`src/rtl/mem_port_arbiter_pkg.sv`:
```
// Shared encodings for the Y86-64 unified memory port: arbiter states, owner codes, latency limits.
// Also pulled in by memory.v and pipectrl.v.
package y86_mem_pkg;

  typedef enum logic {
    ST_IDLE = 1'b0,
    ST_WAIT = 1'b1
  } state_t;

  typedef enum logic [1:0] {
    OWN_NONE = 2'd0,
    OWN_IF   = 2'd1,
    OWN_DM   = 2'd2
  } owner_t;

  localparam int MEM_LAT_MIN = 1;
  localparam int MEM_LAT_MAX = 15;
  localparam int LAT_CNT_W   = 4;

  function automatic logic [31:0] sat_inc32(input logic [31:0] v);
    return (v == 32'hFFFF_FFFF) ? v : v + 32'd1;
  endfunction

endpackage

```
`src/rtl/mem_port_arbiter_if.sv`:
```
// Request/response bundle between the IF and DM stages, the arbiter and the single memory port.
// slave = arbiter view, master = pipeline stages plus memory view.
interface mem_port_arbiter_if #(
  parameter int ADDR_W = 64,
  parameter int DATA_W = 64
);
  logic              if_req;
  logic [ADDR_W-1:0] if_addr;
  logic              if_gnt;
  logic              if_rvalid;
  logic [DATA_W-1:0] if_rdata;

  logic              dm_req;
  logic              dm_we;
  logic [ADDR_W-1:0] dm_addr;
  logic [DATA_W-1:0] dm_wdata;
  logic              dm_gnt;
  logic              dm_rvalid;
  logic [DATA_W-1:0] dm_rdata;

  logic              mem_en;
  logic              mem_we;
  logic [ADDR_W-1:0] mem_addr;
  logic [DATA_W-1:0] mem_wdata;
  logic [DATA_W-1:0] mem_rdata;

  logic              arb_stall_f;
  logic              arb_stall_m;
  logic              busy;

  modport slave (
    input  if_req, if_addr, dm_req, dm_we, dm_addr, dm_wdata, mem_rdata,
    output if_gnt, if_rvalid, if_rdata, dm_gnt, dm_rvalid, dm_rdata,
    output mem_en, mem_we, mem_addr, mem_wdata, arb_stall_f, arb_stall_m, busy
  );

  modport master (
    output if_req, if_addr, dm_req, dm_we, dm_addr, dm_wdata, mem_rdata,
    input  if_gnt, if_rvalid, if_rdata, dm_gnt, dm_rvalid, dm_rdata,
    input  mem_en, mem_we, mem_addr, mem_wdata, arb_stall_f, arb_stall_m, busy
  );
endinterface

```
`src/rtl/mem_port_arbiter_lat_tracker.sv`:
```
// Tracks the single in-flight access: loads the latency count on issue, latches owner/write flag,
// and flags the response cycle MEM_LAT cycles after issue. No backpressure; a new issue may land on the response cycle.
module mem_lat_tracker
  import y86_mem_pkg::*;
#(
  parameter int MEM_LAT = 2
) (
  input  logic   clk,
  input  logic   rst_n,
  input  logic   issue,
  input  owner_t issue_owner,
  input  logic   issue_we,
  output logic   busy,
  output logic   resp_fire,
  output owner_t resp_owner,
  output logic   resp_we
);

  localparam logic [LAT_CNT_W-1:0] LAT_LOAD = LAT_CNT_W'(MEM_LAT - 1);

  state_t                 state_q, state_d;
  logic   [LAT_CNT_W-1:0] lat_cnt_q, lat_cnt_d;
  owner_t                 owner_q, owner_d;
  logic                   we_q, we_d;

  always_ff @(posedge clk) begin
    if (!rst_n) begin
      state_q   <= ST_IDLE;
      lat_cnt_q <= '0;
      owner_q   <= OWN_NONE;
      we_q      <= 1'b0;
    end else begin
      state_q   <= state_d;
      lat_cnt_q <= lat_cnt_d;
      owner_q   <= owner_d;
      we_q      <= we_d;
    end
  end

  always_comb begin
    state_d   = state_q;
    lat_cnt_d = lat_cnt_q;
    owner_d   = owner_q;
    we_d      = we_q;
    resp_fire = (state_q == ST_WAIT) && (lat_cnt_q == '0);
    case (state_q)
      ST_IDLE: ;
      ST_WAIT: begin
        if (lat_cnt_q != '0) begin
          lat_cnt_d = lat_cnt_q - LAT_CNT_W'(1);
        end else begin
          state_d = ST_IDLE;
          owner_d = OWN_NONE;
          we_d    = 1'b0;
        end
      end
      default: state_d = ST_IDLE;
    endcase
    // Issue only arrives when the port is free, so it may override the response-cycle return to IDLE.
    if (issue) begin
      state_d   = ST_WAIT;
      lat_cnt_d = LAT_LOAD;
      owner_d   = issue_owner;
      we_d      = issue_we;
    end
  end

  assign busy       = (state_q != ST_IDLE);
  assign resp_owner = owner_q;
  assign resp_we    = we_q;

endmodule

```
`src/rtl/mem_port_arbiter.sv`:
```
// Shares one memory port between fetch and memory stage; response MEM_LAT cycles after issue, back-to-back capable.
// Losers are held off via arb_stall_f/m; DM has priority until STARVE_MAX streak. Optional MEM_ARB_PERF_EN adds perf counters.
module mem_port_arbiter
  import y86_mem_pkg::*;
#(
  parameter int ADDR_W     = 64,
  parameter int DATA_W     = 64,
  parameter int MEM_LAT    = 2,
  parameter int STARVE_MAX = 4
) (
  input  logic                 clk,
  input  logic                 rst_n,
  mem_port_arbiter_if.slave    bus
`ifdef MEM_ARB_PERF_EN
  ,
  output logic [31:0]          perf_if_wait,
  output logic [31:0]          perf_dm_wait,
  output logic [31:0]          perf_access
`endif
);

  // Out-of-range latencies are clamped so the 4-bit counter can never wrap.
  localparam int LAT_EFF  = (MEM_LAT < MEM_LAT_MIN) ? MEM_LAT_MIN :
                            (MEM_LAT > MEM_LAT_MAX) ? MEM_LAT_MAX : MEM_LAT;
  localparam int STREAK_W = $clog2(STARVE_MAX + 1);
  localparam logic [STREAK_W-1:0] STREAK_MAX_V = STREAK_W'(STARVE_MAX);

  logic                busy_w, resp_fire, resp_we;
  owner_t              resp_owner, issue_owner;
  logic                if_rvalid_w, dm_rvalid_w, if_elig, dm_elig;
  logic                port_free, dm_win, if_win, issue, issue_we;
  logic [STREAK_W-1:0] streak_q, streak_d;
  logic [DATA_W-1:0]   if_rdata_q, if_rdata_d, dm_rdata_q, dm_rdata_d;

  mem_lat_tracker #(.MEM_LAT(LAT_EFF)) u_lat (
    .clk        (clk),
    .rst_n      (rst_n),
    .issue      (issue),
    .issue_owner(issue_owner),
    .issue_we   (issue_we),
    .busy       (busy_w),
    .resp_fire  (resp_fire),
    .resp_owner (resp_owner),
    .resp_we    (resp_we)
  );

  always_comb begin
    if_rvalid_w = rst_n && resp_fire && (resp_owner == OWN_IF);
    dm_rvalid_w = rst_n && resp_fire && (resp_owner == OWN_DM);
    // A requester still holding req on its own response cycle is finishing, not asking again.
    if_elig     = bus.if_req && !if_rvalid_w;
    dm_elig     = bus.dm_req && !dm_rvalid_w;
    port_free   = rst_n && (!busy_w || resp_fire);
    dm_win      = port_free && dm_elig && ((streak_q < STREAK_MAX_V) || !if_elig);
    if_win      = port_free && if_elig && !dm_win;
    issue       = dm_win || if_win;
    issue_owner = dm_win ? OWN_DM : (if_win ? OWN_IF : OWN_NONE);
    issue_we    = dm_win && bus.dm_we;

    streak_d = streak_q;
    if (dm_win) begin
      streak_d = (streak_q == STREAK_MAX_V) ? streak_q : streak_q + STREAK_W'(1);
    end else if (if_win || (port_free && !bus.dm_req)) begin
      streak_d = '0;
    end

    if_rdata_d = if_rvalid_w ? bus.mem_rdata : if_rdata_q;
    dm_rdata_d = dm_rvalid_w ? (resp_we ? '0 : bus.mem_rdata) : dm_rdata_q;
  end

  always_ff @(posedge clk) begin
    if (!rst_n) begin
      streak_q   <= '0;
      if_rdata_q <= '0;
      dm_rdata_q <= '0;
    end else begin
      streak_q   <= streak_d;
      if_rdata_q <= if_rdata_d;
      dm_rdata_q <= dm_rdata_d;
    end
  end

  assign bus.if_gnt      = if_win;
  assign bus.dm_gnt      = dm_win;
  assign bus.if_rvalid   = if_rvalid_w;
  assign bus.dm_rvalid   = dm_rvalid_w;
  assign bus.if_rdata    = if_rdata_d;
  assign bus.dm_rdata    = dm_rdata_d;
  assign bus.mem_en      = issue;
  assign bus.mem_we      = issue_we;
  assign bus.mem_addr    = dm_win ? bus.dm_addr : (if_win ? bus.if_addr : '0);
  assign bus.mem_wdata   = dm_win ? bus.dm_wdata : '0;
  assign bus.arb_stall_f = bus.if_req && !if_rvalid_w;
  assign bus.arb_stall_m = bus.dm_req && !dm_rvalid_w;
  assign bus.busy        = busy_w;

`ifdef MEM_ARB_PERF_EN
  logic [31:0] perf_if_wait_q, perf_if_wait_d;
  logic [31:0] perf_dm_wait_q, perf_dm_wait_d;
  logic [31:0] perf_access_q, perf_access_d;

  always_comb begin
    perf_if_wait_d = bus.arb_stall_f ? sat_inc32(perf_if_wait_q) : perf_if_wait_q;
    perf_dm_wait_d = bus.arb_stall_m ? sat_inc32(perf_dm_wait_q) : perf_dm_wait_q;
    perf_access_d  = issue ? sat_inc32(perf_access_q) : perf_access_q;
  end

  always_ff @(posedge clk) begin
    if (!rst_n) begin
      perf_if_wait_q <= '0;
      perf_dm_wait_q <= '0;
      perf_access_q  <= '0;
    end else begin
      perf_if_wait_q <= perf_if_wait_d;
      perf_dm_wait_q <= perf_dm_wait_d;
      perf_access_q  <= perf_access_d;
    end
  end

  assign perf_if_wait = perf_if_wait_q;
  assign perf_dm_wait = perf_dm_wait_q;
  assign perf_access  = perf_access_q;
`endif

endmodule

```
`src/flat_wrapper.sv`:
```
// flat-port wrapper written by rule: the top's interface ports become plain ports
module mem_port_arbiter_flat import y86_mem_pkg::*;
#(
  parameter int ADDR_W     = 64,
  parameter int DATA_W     = 64,
  parameter int MEM_LAT    = 2,
  parameter int STARVE_MAX = 4
)
  (clk, rst_n, bus_if_req, bus_if_addr, bus_dm_req, bus_dm_we, bus_dm_addr, bus_dm_wdata, bus_mem_rdata, bus_if_gnt, bus_if_rvalid, bus_if_rdata, bus_dm_gnt, bus_dm_rvalid, bus_dm_rdata, bus_mem_en, bus_mem_we, bus_mem_addr, bus_mem_wdata, bus_arb_stall_f, bus_arb_stall_m, bus_busy);
  mem_port_arbiter_if #(.ADDR_W(ADDR_W), .DATA_W(DATA_W)) bus_i ();
  input  logic clk;
  input  logic rst_n;
  input wire logic [$bits(bus_i.if_req)-1:0] bus_if_req;
  input wire logic [$bits(bus_i.if_addr)-1:0] bus_if_addr;
  input wire logic [$bits(bus_i.dm_req)-1:0] bus_dm_req;
  input wire logic [$bits(bus_i.dm_we)-1:0] bus_dm_we;
  input wire logic [$bits(bus_i.dm_addr)-1:0] bus_dm_addr;
  input wire logic [$bits(bus_i.dm_wdata)-1:0] bus_dm_wdata;
  input wire logic [$bits(bus_i.mem_rdata)-1:0] bus_mem_rdata;
  output wire logic [$bits(bus_i.if_gnt)-1:0] bus_if_gnt;
  output wire logic [$bits(bus_i.if_rvalid)-1:0] bus_if_rvalid;
  output wire logic [$bits(bus_i.if_rdata)-1:0] bus_if_rdata;
  output wire logic [$bits(bus_i.dm_gnt)-1:0] bus_dm_gnt;
  output wire logic [$bits(bus_i.dm_rvalid)-1:0] bus_dm_rvalid;
  output wire logic [$bits(bus_i.dm_rdata)-1:0] bus_dm_rdata;
  output wire logic [$bits(bus_i.mem_en)-1:0] bus_mem_en;
  output wire logic [$bits(bus_i.mem_we)-1:0] bus_mem_we;
  output wire logic [$bits(bus_i.mem_addr)-1:0] bus_mem_addr;
  output wire logic [$bits(bus_i.mem_wdata)-1:0] bus_mem_wdata;
  output wire logic [$bits(bus_i.arb_stall_f)-1:0] bus_arb_stall_f;
  output wire logic [$bits(bus_i.arb_stall_m)-1:0] bus_arb_stall_m;
  output wire logic [$bits(bus_i.busy)-1:0] bus_busy;
  assign bus_i.if_req = bus_if_req;
  assign bus_i.if_addr = bus_if_addr;
  assign bus_i.dm_req = bus_dm_req;
  assign bus_i.dm_we = bus_dm_we;
  assign bus_i.dm_addr = bus_dm_addr;
  assign bus_i.dm_wdata = bus_dm_wdata;
  assign bus_i.mem_rdata = bus_mem_rdata;
  assign bus_if_gnt = bus_i.if_gnt;
  assign bus_if_rvalid = bus_i.if_rvalid;
  assign bus_if_rdata = bus_i.if_rdata;
  assign bus_dm_gnt = bus_i.dm_gnt;
  assign bus_dm_rvalid = bus_i.dm_rvalid;
  assign bus_dm_rdata = bus_i.dm_rdata;
  assign bus_mem_en = bus_i.mem_en;
  assign bus_mem_we = bus_i.mem_we;
  assign bus_mem_addr = bus_i.mem_addr;
  assign bus_mem_wdata = bus_i.mem_wdata;
  assign bus_arb_stall_f = bus_i.arb_stall_f;
  assign bus_arb_stall_m = bus_i.arb_stall_m;
  assign bus_busy = bus_i.busy;
  mem_port_arbiter #(.ADDR_W(ADDR_W), .DATA_W(DATA_W), .MEM_LAT(MEM_LAT), .STARVE_MAX(STARVE_MAX)) u_core (.clk(clk), .rst_n(rst_n), .bus(bus_i));
endmodule
```
`config.mk`:
```
export PLATFORM = sky130hd
export DESIGN_NAME = mem_port_arbiter_flat
export DESIGN_NICKNAME = d
export VERILOG_FILES = /design/src/rtl/mem_port_arbiter_pkg.sv /design/src/rtl/mem_port_arbiter_if.sv /design/src/rtl/mem_port_arbiter_lat_tracker.sv /design/src/rtl/mem_port_arbiter.sv /design/src/flat_wrapper.sv
export SDC_FILE = /design/constraint.sdc
export NUM_CORES = 1
export LEC_CHECK = 0
export BUFFER_PORTS_ARGS = -buffer_cell sky130_fd_sc_hd__buf_2
export CAP_MARGIN = 20
export CORE_AREA = 2 2 205 207
export DETAILED_ROUTE_END_ITERATION = 8
export DIE_AREA = 0 0 207 209
export HOLD_SLACK_MARGIN = 0.15
export PLACE_DENSITY = 0.45
export SYNTH_ARGS = -nofsm -noshare
export SYNTH_HDL_FRONTEND = slang
export SYNTH_SLANG_ARGS = --single-unit
```
`constraint.sdc`:
```
create_clock -name clk -period 2.6 [get_ports clk]
set_input_delay 0.65 -clock clk [delete_from_list [all_inputs] [get_ports clk]]
set_output_delay 0.65 -clock clk [all_outputs]
set_load 0.01 [all_outputs]
```
==> out/results.txt <==
The tools report the remaining global-route overflow as 0. During synthesis, Yosys emitted a total of 0 warnings. In this run, synthesis inferred 0 flip-flops with an integrated enable. In the final timing run, aggregate negative setup slack is -125.62 ns. The logs give 60.15 mm for the first-pass GRT wire length and 4 for the number of H-tree levels. For the number of cell rows, the log shows 75. Count of pins over their slew limit: 0. Across every metal layer, demand over resource in global routing totals 18.72%. After detailed routing, the number of remaining DRC violations is 0. The run finished, with violations left.

For the worst-skew pair, the clock arrives at the later sink with an insertion delay of 0.43 ns. The run gives 0 as the hold violation total from the final report. The most frequently used flop master after synthesis was sky130_fd_sc_hd__dfxtp_1.

The largest individual stage delay along the critical path comes from the cell sky130_fd_sc_hd__or3b_4. Walking the worst path, the cells encountered are inv_2, ha_4, or3b_4, o31a_1, o2111a_2, buf_12, a22o_1, buf_2. Along the worst path, the maximum fanout reaches 23.

The die covers 43260 sq um. The chip width is 207 um, and the clock skew is 0.01137 ns. For the worst setup path, the data required time is 1.95 ns.

The launch instance of the worst register-to-register path was u_core.u_lat.lat_cnt_q[0]$_SDFFE_PN0P_. TritonCTS built the clock tree. Combinational logic is responsible for 27.3% of the overall power. The clock passes through at most 2 buffers. The max-capacitance violation count was 0; the number of global-route vias before repair was 8906. The number of library cell types mapped by synthesis was 43. The start point of the worst hold path was u_core.dm_rdata_q[19]$_SDFF_PN0_.

The area growth from synthesis to layout is 120.5%. The relative contribution of the clock network to total power came out at 40.0%. The final critical path time including I/O delays and setup was 3.207 ns; the slack of the worst reg-to-reg path was -0.37 ns. The worst-case IR drop observed on VDD is 0.4315 mV. Power comes to 6.655 mW.

The logs give 4 for the number of detailed-routing iterations run before antenna repair and 39.82% for the proportion of synthesized chip area in sequential cells. The final antenna-violating net count is 0. The count of buffers added on input and output ports is 525. The type of origin of the critical path is a flop. The detailed placer's ending HPWL was 31.76 mm; the maximum number of pins on one net before global-route repair was 50.

The actual slew at the worst max-slew pin works out to 0.4055 ns. The proportion of power drawn by flip-flops and latches is 32.7%, and the post-route fraction of the period consumed by the critical path is 123.3%. The clock net in this run drives a total of 139 sinks.

In the routed layout, each cell is associated on average with a via count of 4.418. The least setup slack across all paths after layout is -0.6070 ns. For hold timing, the worst endpoint is u_core.dm_rdata_q[19]$_SDFF_PN0_. The placed standard-cell area is 11000 sq um, and the switching share of power is 27.43%. The cell total after placement was 1904; the clock-pin transition on the worst setup and hold timing paths was 0.06 ns. The tightest slew margin relative to the limit was 72.97%.

In this run the standard cell core region covers 41290 sq um. Based on the critical path, the design can be clocked at up to 0.3118 GHz. The tools report the end-of-flow core utilization as 37.32%.

In the synthesized netlist, the number of instances is 801. Timing analysis after detailed placement gives a worst setup slack of -0.2612 ns. The worst register-to-register path ends at u_core.dm_rdata_q[25]$_SDFF_PN0_. The worst hold path belongs to the class flop to flop. Post-synthesis register bit count: 139. The run gives 270 as the final-report setup violation count. The worst reg2reg path depth was 21. The tools report the initial cell density of the core as 16.92%. The category of the worst setup path capture point was an output port. The detail-routed net length per standard cell came out at 21.28 um. The number of antenna violations at the first check in global routing came out at 17. Buffers inserted during clock tree synthesis total 17.

The checks that failed: negative setup slack. The worst hold path passes through 2 cells. The run gives 44.76 mm as the sum of routed wire length over all layers. Cells with a size suffix above 1 make up 64.31% of the layout.

The finished cells cover 15410 sq um. The mean instance size in the synthesized netlist was 8.724 sq um. Tracing the worst setup path back leads to its startpoint at u_core.u_lat.lat_cnt_q[0]$_SDFFE_PN0P_. The tools report the clock tree root driver cell as sky130_fd_sc_hd__clkbuf_16. The height of the die came out at 209 um. Dividing total power by cell area gives a power density of 431.9 nW/um^2. For this block, the initial DRC count from the detailed router was 482. After the flow finishes, the layout carries non-filler instances totaling 2103.

The final-stage net count was 1812. Kind of critical path: flop to output port. The final estimated routing congestion in global placement came out at 0.9380. The arrival time reported for the critical path endpoint is 2.56 ns. The tightest hold path in the finished design has a slack of 0.4584 ns. The final route contains 9291 vias.

Synthesis produced a netlist with a net count of 1065. For this run, the slowest stage of the critical path takes 0.41 ns. Setup repair after global routing could not meet its margin everywhere. Pin placement for this block handled 526 I/O pins. The analysis attributes to cell leakage a power of 7.525 nW. The internal power of the cells totals 4.829 mW. The tools report the area of the mapped netlist as 6988 sq um.

Of all flip-flops after synthesis, the portion carrying an async set or reset was 0%. The analysis attributes to net switching a power of 1.826 mW.
## flip-flops by register name (all words and copies together) (netlist names)
name	count
u_core.dm_rdata_q	64
u_core.if_rdata_q	64
u_core.streak_q	3
u_core.u_lat.busy	1
u_core.u_lat.lat_cnt_q	4
u_core.u_lat.resp_owner	2
u_core.u_lat.resp_we	1
## power by group through the flow
stage	combinational (mW)	sequential, mW	clock (mW)
floorplan	0.553	2.22	0
global placement	1.27	2.22	0
detailed placement	1.27	2.22	0
CTS	1.49	2.18	2.73
global route	1.91	2.18	2.83
finish	1.82	2.18	2.66
## cell type report
cell class / instances / area [sq um]
fill: 4222 / 25880
timing repair buffer: 801 / 6726
multi-input combinational: 578 / 4526
sequential: 139 / 2786
tap: 539 / 674.4
clock buffer: 18 / 429.2
clock inverter: 11 / 197.7
inverter: 11 / 53.80
antenna: 6 / 15.01
## worst max-delay path by stage
stage	cells after the start	end	slack, ns
finish	8	bus_mem_addr[23]	-0.61
global route	10	bus_if_rdata[28]	-0.69
CTS	8	bus_mem_addr[48]	-0.63
detailed placement	8	bus_mem_we	-0.26
global placement	8	bus_mem_we	-0.25
floorplan	9	bus_mem_addr[15]	-0.17
## cell usage after synthesis, types with 2 or more instances
master,instances,area share (%)
sky130_fd_sc_hd__and2_1,64,5.7
sky130_fd_sc_hd__nand4b_1,2,0.25
sky130_fd_sc_hd__buf_1,7,0.38
sky130_fd_sc_hd__nor2_1,2,0.11
sky130_fd_sc_hd__buf_6,6,0.97
sky130_fd_sc_hd__mux2_2,64,10
sky130_fd_sc_hd__mux2i_1,2,0.29
sky130_fd_sc_hd__buf_2,15,1.1
sky130_fd_sc_hd__nand3_1,5,0.36
sky130_fd_sc_hd__ha_1,3,0.54
sky130_fd_sc_hd__nor3_1,5,0.36
sky130_fd_sc_hd__a22o_1,64,8.0
sky130_fd_sc_hd__a21oi_1,70,5.0
sky130_fd_sc_hd__a31oi_1,2,0.18
sky130_fd_sc_hd__a211oi_1,2,0.21
sky130_fd_sc_hd__nand2_1,135,7.3
sky130_fd_sc_hd__and3_1,65,5.8
sky130_fd_sc_hd__o21a_1,3,0.32
sky130_fd_sc_hd__buf_4,2,0.21
sky130_fd_sc_hd__o21ai_0,4,0.29
sky130_fd_sc_hd__inv_2,2,0.11
sky130_fd_sc_hd__clkbuf_1,43,2.3
sky130_fd_sc_hd__nand3b_1,66,7.1
sky130_fd_sc_hd__nor2b_1,2,0.18
sky130_fd_sc_hd__dfxtp_1,139,40
sky130_fd_sc_hd__inv_1,9,0.48
sky130_fd_sc_hd__nand4_1,2,0.18
## what timing repair did
item / CTS / global route
buffers inserted: 104 / 33
resized for setup: 183 / 262
pin swaps: 94 / 107
gates cloned: 15 / 19
endpoints found under the setup margin: 264 / 271
hold buffers: 0 / 0
## kinds of logic after synthesis
kind of cell,after synthesis,synth area share (%)
AOI/OAI and AO/OA,154,15.42
muxes,66,10.60
DFF,139,39.82
adders and majority gates,3,0.5372
and+or+nand+nor,355,28.09
buffers and inverters,84,5.533
## worst max-delay path, delay by kind of cell, from the launching register on
kind / cells / cell delay [ns]
AND/OR/NAND/NOR: 1 / 0.41
adder cells (fa/ha/maj): 1 / 0.12
buffers and inverters: 3 / 0.40
AO/OA/AOI/OAI: 3 / 0.88
flip-flops: 1 / 0.32
## routing by layer
metal / vias up / GRT usage, % / wire length [um]
met1: 4462 / 21.04 / 17590
met4: 18 / 7.340 / 1697
met5: - / 0 / 122
met2: 384 / 33.64 / 22640
met3: 83 / 4.929 / 2711
li1: 4344 / - / -
## layout by cell type (no fill, tap or decap), types with 3 or more instances in the layout
master / n
sky130_fd_sc_hd__nand2_2: 16
sky130_fd_sc_hd__dfxtp_1: 136
sky130_fd_sc_hd__nand2_1: 108
sky130_fd_sc_hd__clkbuf_16: 32
sky130_fd_sc_hd__diode_2: 6
sky130_fd_sc_hd__dfxtp_2: 3
sky130_fd_sc_hd__nor3_1: 5
sky130_fd_sc_hd__buf_6: 170
sky130_fd_sc_hd__and3_4: 58
sky130_fd_sc_hd__bufinv_16: 5
sky130_fd_sc_hd__buf_2: 366
sky130_fd_sc_hd__and3_1: 7
sky130_fd_sc_hd__a22o_1: 64
sky130_fd_sc_hd__nand2_4: 11
sky130_fd_sc_hd__buf_16: 13
sky130_fd_sc_hd__buf_4: 196
sky130_fd_sc_hd__mux2_2: 11
sky130_fd_sc_hd__nand3_1: 5
sky130_fd_sc_hd__a21oi_2: 6
sky130_fd_sc_hd__buf_8: 9
sky130_fd_sc_hd__clkinv_4: 5
sky130_fd_sc_hd__nand3b_1: 66
sky130_fd_sc_hd__buf_12: 32
sky130_fd_sc_hd__inv_2: 3
sky130_fd_sc_hd__and2_1: 64
sky130_fd_sc_hd__mux2_4: 53
sky130_fd_sc_hd__o21a_1: 3
sky130_fd_sc_hd__inv_1: 6
sky130_fd_sc_hd__a21oi_1: 64
(Power assumes the default switching activity.)
